`src/rtl/mem_arbiter_if.sv`:
```
// Line-fill/write-back bus used between a cache client, the arbiter and physical memory.
// The requester drives through the master modport; the responder through slave.
interface mem_arbiter_if #(
  parameter int ADDR_W = 16,
  parameter int LINE_W = 128
);
  logic              read;
  logic              write;
  logic [ADDR_W-1:0] address;
  logic [LINE_W-1:0] wdata;
  logic [LINE_W-1:0] rdata;
  logic              resp;

  modport master (
    output read, write, address, wdata,
    input  rdata, resp
  );

  modport slave (
    input  read, write, address, wdata,
    output rdata, resp
  );
endinterface

```
`src/rtl/mem_arbiter.sv`:
```
// Round-robin arbiter sharing one physical memory port between an I-cache
// (line fills only) and a D-cache (line fills and write-backs).
module mem_arbiter #(
  parameter int ADDR_W = 16,
  parameter int LINE_W = 128
) (
  input  logic          clk,
  input  logic          reset,
  mem_arbiter_if.slave  i_pmem,
  mem_arbiter_if.slave  d_pmem,
  mem_arbiter_if.master pmem
);

  typedef enum logic [1:0] {
    IDLE   = 2'd0,
    I_BUSY = 2'd1,
    D_BUSY = 2'd2
  } state_t;

  typedef enum logic {
    GRANT_I = 1'b0,
    GRANT_D = 1'b1
  } grant_t;

  state_t state;
  state_t state_nxt;
  grant_t last_grant;
  grant_t last_grant_nxt;

  logic i_req;
  logic d_req;

  assign i_req = i_pmem.read;
  assign d_req = d_pmem.read | d_pmem.write;

  always_ff @(posedge clk or negedge reset) begin
    if (!reset) begin
      state      <= IDLE;
      last_grant <= GRANT_D;
    end else begin
      state      <= state_nxt;
      last_grant <= last_grant_nxt;
    end
  end

  // Grant is decided only from IDLE; a busy owner keeps the port until pmem
  // answers, which also forces one idle cycle between back-to-back grants.
  always_comb begin
    state_nxt      = state;
    last_grant_nxt = last_grant;
    unique case (state)
      IDLE: begin
        if (i_req && d_req) begin
          if (last_grant == GRANT_D) begin
            state_nxt      = I_BUSY;
            last_grant_nxt = GRANT_I;
          end else begin
            state_nxt      = D_BUSY;
            last_grant_nxt = GRANT_D;
          end
        end else if (i_req) begin
          state_nxt      = I_BUSY;
          last_grant_nxt = GRANT_I;
        end else if (d_req) begin
          state_nxt      = D_BUSY;
          last_grant_nxt = GRANT_D;
        end
      end
      I_BUSY: begin
        if (pmem.resp) state_nxt = IDLE;
      end
      D_BUSY: begin
        if (pmem.resp) state_nxt = IDLE;
      end
      default: begin
        state_nxt = IDLE;
      end
    endcase
  end

  // Memory-side request mux; write-back wins over a concurrent D fill request.
  always_comb begin
    pmem.read    = 1'b0;
    pmem.write   = 1'b0;
    pmem.address = '0;
    pmem.wdata   = '0;
    unique case (state)
      I_BUSY: begin
        pmem.read    = 1'b1;
        pmem.address = i_pmem.address;
      end
      D_BUSY: begin
        pmem.address = d_pmem.address;
        pmem.wdata   = d_pmem.wdata;
        if (d_pmem.write) begin
          pmem.write = 1'b1;
        end else begin
          pmem.read  = d_pmem.read;
        end
      end
      default: begin
        pmem.read = 1'b0;
      end
    endcase
  end

  assign i_pmem.resp  = (state == I_BUSY) & pmem.resp;
  assign d_pmem.resp  = (state == D_BUSY) & pmem.resp;
  assign i_pmem.rdata = pmem.rdata;
  assign d_pmem.rdata = pmem.rdata;

`ifndef SYNTHESIS
  a_no_rd_wr: assert property (@(posedge clk) disable iff (!reset)
    !(pmem.read && pmem.write));
  a_one_resp: assert property (@(posedge clk) disable iff (!reset)
    !(i_pmem.resp && d_pmem.resp));
`endif

endmodule

```
`src/flat_wrapper.sv`:
```
// flat-port wrapper written by rule: the top's interface ports become plain ports
module mem_arbiter_flat 
#(
  parameter int ADDR_W = 16,
  parameter int LINE_W = 128
)
  (clk, reset, i_pmem_read, i_pmem_write, i_pmem_address, i_pmem_wdata, i_pmem_rdata, i_pmem_resp, d_pmem_read, d_pmem_write, d_pmem_address, d_pmem_wdata, d_pmem_rdata, d_pmem_resp, pmem_read, pmem_write, pmem_address, pmem_wdata, pmem_rdata, pmem_resp);
  mem_arbiter_if #(.ADDR_W(ADDR_W), .LINE_W(LINE_W)) i_pmem_i ();
  mem_arbiter_if #(.ADDR_W(ADDR_W), .LINE_W(LINE_W)) d_pmem_i ();
  mem_arbiter_if #(.ADDR_W(ADDR_W), .LINE_W(LINE_W)) pmem_i ();
  input  logic clk;
  input  logic reset;
  input wire logic [$bits(i_pmem_i.read)-1:0] i_pmem_read;
  input wire logic [$bits(i_pmem_i.write)-1:0] i_pmem_write;
  input wire logic [$bits(i_pmem_i.address)-1:0] i_pmem_address;
  input wire logic [$bits(i_pmem_i.wdata)-1:0] i_pmem_wdata;
  output wire logic [$bits(i_pmem_i.rdata)-1:0] i_pmem_rdata;
  output wire logic [$bits(i_pmem_i.resp)-1:0] i_pmem_resp;
  input wire logic [$bits(d_pmem_i.read)-1:0] d_pmem_read;
  input wire logic [$bits(d_pmem_i.write)-1:0] d_pmem_write;
  input wire logic [$bits(d_pmem_i.address)-1:0] d_pmem_address;
  input wire logic [$bits(d_pmem_i.wdata)-1:0] d_pmem_wdata;
  output wire logic [$bits(d_pmem_i.rdata)-1:0] d_pmem_rdata;
  output wire logic [$bits(d_pmem_i.resp)-1:0] d_pmem_resp;
  output wire logic [$bits(pmem_i.read)-1:0] pmem_read;
  output wire logic [$bits(pmem_i.write)-1:0] pmem_write;
  output wire logic [$bits(pmem_i.address)-1:0] pmem_address;
  output wire logic [$bits(pmem_i.wdata)-1:0] pmem_wdata;
  input wire logic [$bits(pmem_i.rdata)-1:0] pmem_rdata;
  input wire logic [$bits(pmem_i.resp)-1:0] pmem_resp;
  assign i_pmem_i.read = i_pmem_read;
  assign i_pmem_i.write = i_pmem_write;
  assign i_pmem_i.address = i_pmem_address;
  assign i_pmem_i.wdata = i_pmem_wdata;
  assign i_pmem_rdata = i_pmem_i.rdata;
  assign i_pmem_resp = i_pmem_i.resp;
  assign d_pmem_i.read = d_pmem_read;
  assign d_pmem_i.write = d_pmem_write;
  assign d_pmem_i.address = d_pmem_address;
  assign d_pmem_i.wdata = d_pmem_wdata;
  assign d_pmem_rdata = d_pmem_i.rdata;
  assign d_pmem_resp = d_pmem_i.resp;
  assign pmem_read = pmem_i.read;
  assign pmem_write = pmem_i.write;
  assign pmem_address = pmem_i.address;
  assign pmem_wdata = pmem_i.wdata;
  assign pmem_i.rdata = pmem_rdata;
  assign pmem_i.resp = pmem_resp;
  mem_arbiter #(.ADDR_W(ADDR_W), .LINE_W(LINE_W)) u_core (.clk(clk), .reset(reset), .i_pmem(i_pmem_i), .d_pmem(d_pmem_i), .pmem(pmem_i));
endmodule
```
`config.mk`:
```
export PLATFORM = sky130hd
export DESIGN_NAME = mem_arbiter_flat
export DESIGN_NICKNAME = d
export VERILOG_FILES = /design/src/rtl/mem_arbiter_if.sv /design/src/rtl/mem_arbiter.sv /design/src/flat_wrapper.sv
export SDC_FILE = /design/constraint.sdc
export NUM_CORES = 1
export LEC_CHECK = 0
export ABC_AREA = 1
export CAP_MARGIN = 20
export CORE_AREA = 5 5 318 320
export CTS_CLUSTER_SIZE = 24
export DETAILED_ROUTE_END_ITERATION = 16
export DIE_AREA = 0 0 323 325
export GPL_ROUTABILITY_DRIVEN = 0
export GPL_TIMING_DRIVEN = 1
export HOLD_SLACK_MARGIN = 0.06
export PLACE_DENSITY = 0.3
export SLEW_MARGIN = 15
export SYNTH_ARGS = -nofsm -noshare
export SYNTH_HDL_FRONTEND = slang
export SYNTH_SLANG_ARGS = --single-unit
```
`constraint.sdc`:
```
create_clock -name clk -period 3.4 [get_ports clk]
set_clock_uncertainty 0.2 [all_clocks]
set_input_delay 0.68 -clock clk [delete_from_list [all_inputs] [get_ports clk]]
set_output_delay 0.68 -clock clk [all_outputs]
set_load 0.01 [all_outputs]
```
After elaboration in Yosys (flattened, before gate mapping)

Cells that the tools add are included.

Flip-flop bits (word level): 3
Input bits: 423
Output and inout bits: 404
Word-level logic and storage cells: 31

Equality and inequality tests: 4
Mux-type cells: 16
Bitwise gates (word level): 3
Reductions and logical operators: 6

Operators with widths:

| operator           | number |
|---|---|
| $mux 128           | 1 |
| $pmux 16 s2        | 1 |
| $mux 2             | 5 |
| $mux 1             | 7 |
| $ne 4x2->1 const B | 1 |
| $pmux 2 s2         | 1 |
| $reduce_and 2->1   | 2 |
| $reduce_bool 3->1  | 1 |
| $and 1x1->1        | 2 |
| $eq 2x1->1 const B | 1 |
| $eq 2x2->1 const B | 1 |
| $logic_not 2->1    | 1 |
| $ne 2x1->1 const B | 1 |
| $pmux 1 s2         | 1 |
| $reduce_or 2->1    | 1 |
| $logic_and 1x1->1  | 1 |
| $or 1x1->1         | 1 |

Depth between registers and ports, before layout

Word-level depth: 5
Depth in mapped cells: 8
Gate-level depth less buffers: 8

Worst setup path before layout

No wires, ideal clock.

Kind: register to output
Start: reg u_core.state[1]
End: out pmem_address[10]
Data arrival time: 1255 ps
Data required time: 2520 ps
Setup slack: 1265 ps
Cell stages (with the launch flop): 6
Path buffers: 1
Cell sequence: dfrtp_1 -> inv_1 -> ha_1 -> clkinv_1 -> buf_4 -> a21oi_1

Word-level cells in the longest chain between the ends: 2

Ends and longest elaborated chain:

| what                                     | RTL line           | RTL |
|---|---|---|
| start: declaration                       | mem_arbiter.sv:25  | `state_t state;` |
| start signal: assignment                 | mem_arbiter.sv:41  | `state <= state_nxt;` |
| $eq 2x2->1 or $eq 2x1->1 (tied branches) | mem_arbiter.sv:87  | `unique case (state)` |
| $pmux 16 s2 *                            | mem_arbiter.sv:87  |  |
| end: declaration                         | flat_wrapper.sv:27 | `output wire logic [$bits(pmem_i.address)-1:0] pmem_address;` |

Mark *: on every way between the ends. The rest lies on a longest branch, timed or not.

Worst setup path after layout

Start: reg u_core.state[1]
End: out pmem_address[14]

The elaborated chain is that of the path after synthesis.

==> results.md <==
* Status: finished clean
* Vias in the first global route at 4299
* Largest fanout on the critical path at 8
* Via count at about 3800
* Die Wd at 323 um
* WL/cell at 17.7 um
* Power density cells at 523 nW/um^2
* Area occupied by multi-input gates at about 840 um^2
* RSZ-0062 raised after global routing: no
* Setup violators final at 0
* FMAX at 314 MHz
* Adder-cell share of the synthesized area at 1.42%
* Num rows at 115
* FF-to-FF Start: u_core.state[0]
* IO Pins at between 800 and 900
* M2 GR Usage at 9.54%
* Yosys top cell area share at between 50 and 60%
* Post-synthesis simple-gate area fraction at a little under a fifth
* Ys Warns at 0
* Commonest cells after routing, fill and taps aside: clkdlybuf4s50_1 (295), nand2_1 (172), inv_1 (138)
* Count of state elements after synthesis at 3
* Reg2Reg Capture Point: u_core.state[0]
* Met3 global-route usage at about 7.6%
* Core Util, Final at 6.79%
* Synth Area per Inst at 5.67 um^2
* Clock Tree Root: clkbuf_16
* Worst R2R Setup Slack at 1.95 ns
* Die Y at 325 um
* EDFF count, synth at 0
* Routing usage on met1 at 4.30%
* R2R depth at 6
* Placed insts at ~2000
* Gr busiest metal: met2
* Critical path cell sequence: inv_1, ha_1, buf_4, nand2_1, a21oi_1, clkdlybuf4s50_1
* Post-Route WL at 34800 um
* Routed Antenna Nets at 0
* Placed cell area at 6520 um^2
* Post-synthesis compound-gate area fraction at 2.99%
* Vias/cell at 1.92
* TritonCTS clock tree: done
* CP Class: reg -> out
* CP Data Arrival Time at 2.31 ns
* Mux share of post-synthesis cell area at 0%
* Post-CTS Resized at 0
* Final Hold Violating Endpoints at 0
* Initial Util at 3.60%
* Setup TNS at 0 ns
* Crit share post-route at 93.8%
* Worst-margin pin slew at around 0.48 ns
* CTS Hold Bufs at 0
* DRT iter0 DRCs at 62
* Nets at 1104
* Total of max-cap violations at 0
* Net Count, Synth at 1047
* Worst Hold Depth at 2
* Worst hold path class: reg -> reg
* Hold_sp: u_core.last_grant
* Fin. max-slew vios at 0
* Non-Filler Instances at slightly below 2000
* Share of layout cells above drive strength 1 at 5.62%
* Worst EP required at 2.52 ns
* Layout area overhead at 88.7%
* Delay of the slowest critical-path stage at between 0.6 and 0.7 ns
* Predominant post-synthesis flop cell: dfrtp_1
* Post-CTS setup buffer count at 0
* Reg clk slew, reported paths at 0.03 ns
* Storage element area at 76.3 um^2
* Xor-xnor portion of the synthesized cell area at 0%
* Buffers on Ports at 313
* Max VDD drop at 0.000354 V
* Core area at 97800 um^2
* Sequential fraction of the synthesis area at 2.17%
* Final Instance Area at 6640 um^2
* Post-synthesis cell count at 620
* Clock sink count at 3
* Main combinational cell family by area after synthesis: buffers and inverters
* Hold Path Sink: u_core.last_grant
* Total track usage at about 6.1%
* Worst skew pair latency at 0.23 ns
* Tmin final at 3.19 ns
* Overflow after GRT at 0
* DIE AREA at 105000 um^2
* Final hold slack at roughly 0.3 ns
* Number of fill cells at approximately 12000
* Crit-path leading delay family: buffers and inverters
* Leak at ~3 nW
* Number of remaining DRC errors at 0
* Maximum clock path buffer count at 2
* Critical Path Source Type: register
* Cell Area, Synth at 3520 um^2
* Global-route wire length before repair at 41500 um
* Rel. slew slack at 68.0%
* Initial antenna violation count at 26
* Pin count of the biggest net entering global routing at 29
* Htree depth at 1
* Commonest non-fill, non-tap cell in the layout: clkdlybuf4s50_1
* Async set-reset flop share out of synthesis at 100%
* Cts bufs inserted at 3
* Worst path bufs/invs at 3
* Hpwl dp at 32000 um
* Slowest library cell on the worst path: clkdlybuf4s50_1
* Top post-synthesis cells by area: buf_4 (55%), nand2_1 (18%), inv_1 (15%), buf_6 (3.2%), a21oi_1 (2.6%)
* Pre-antenna DRT Iters at 3
* Synth cell types at 15
* Synth area leader: buf_4
* Critical path capture point type: primary output
-- layout make-up --
type	count	share of cell area [%]
multi-input cells	202	12.6
diodes	7	0.264
flip-flops and latches	3	1.15
repair buffers	328	52.7
well taps	1287	24.3
clock buffers	4	1.19
inverters	139	7.86
-- where the power goes --
part / switching (mW) / total (mW) / internal, mW
Sequential: 0.0152 / 0.0739 / 0.0586
Clock: 0.0366 / 0.192 / 0.155
Combinational: 1.61 / 3.21 / 1.59
Total: 1.67 / 3.47 / 1.81
-- state kept, by name, summed over array words and instances (netlist names) --
name,cells
u_core.last_grant,1
u_core.state,2
-- how the worst max path moves through the flow --
stage / start / end / slack, ns / cells after the start
after floorplan: u_core.state[1] / pmem_address[10] / 1.27 / 5
after global placement: u_core.state[0] / pmem_wdata[22] / 0.26 / 6
after detailed placement: u_core.state[0] / pmem_wdata[22] / 0.25 / 6
after CTS: u_core.state[0] / pmem_wdata[22] / 0.02 / 6
after global routing: u_core.state[0] / pmem_write / 0.04 / 6
final: u_core.state[1] / pmem_address[14] / 0.21 / 6
-- metrics by stage --
step	setup slack (ns)	power, mW
finish	0.211	3.47
global route	0.0357	3.86
CTS	0.0154	3.61
detailed placement	0.255	3.39
global placement	0.257	3.41
floorplan	1.27	1.60
-- per-layer routing --
metal | vias to the layer above | wire length, um
met1 | 1525 | 8890
met2 | 512 | 14400
met5 | - | 280
met3 | 116 | 9940
met4 | 26 | 1210
li1 | 1594 | -
-- cell usage after synthesis, types with 2 or more instances --
library cell,instances
buf_4,260
nand2_1,172
inv_1,138
a21oi_1,18
buf_6,10
buf_2,5
ha_1,4
o21ai_0,3
dfrtp_1,2
nand3_1,2
nor2_1,2
-- cells by family after synthesis --
| logic type | count (synthesis) |
|---|---|
| buf+inv | 415 |
| simple gates | 177 |
| compound gates | 21 |
| fa+ha+maj | 4 |
| flops | 3 |
-- worst min-delay path: cells and delay by family, from the launching register on --
kind	cells	cell delay, ns
flops	1	0.35
buf+inv	1	0.05
compound gates	1	0.08
(Power assumes the default switching activity.)
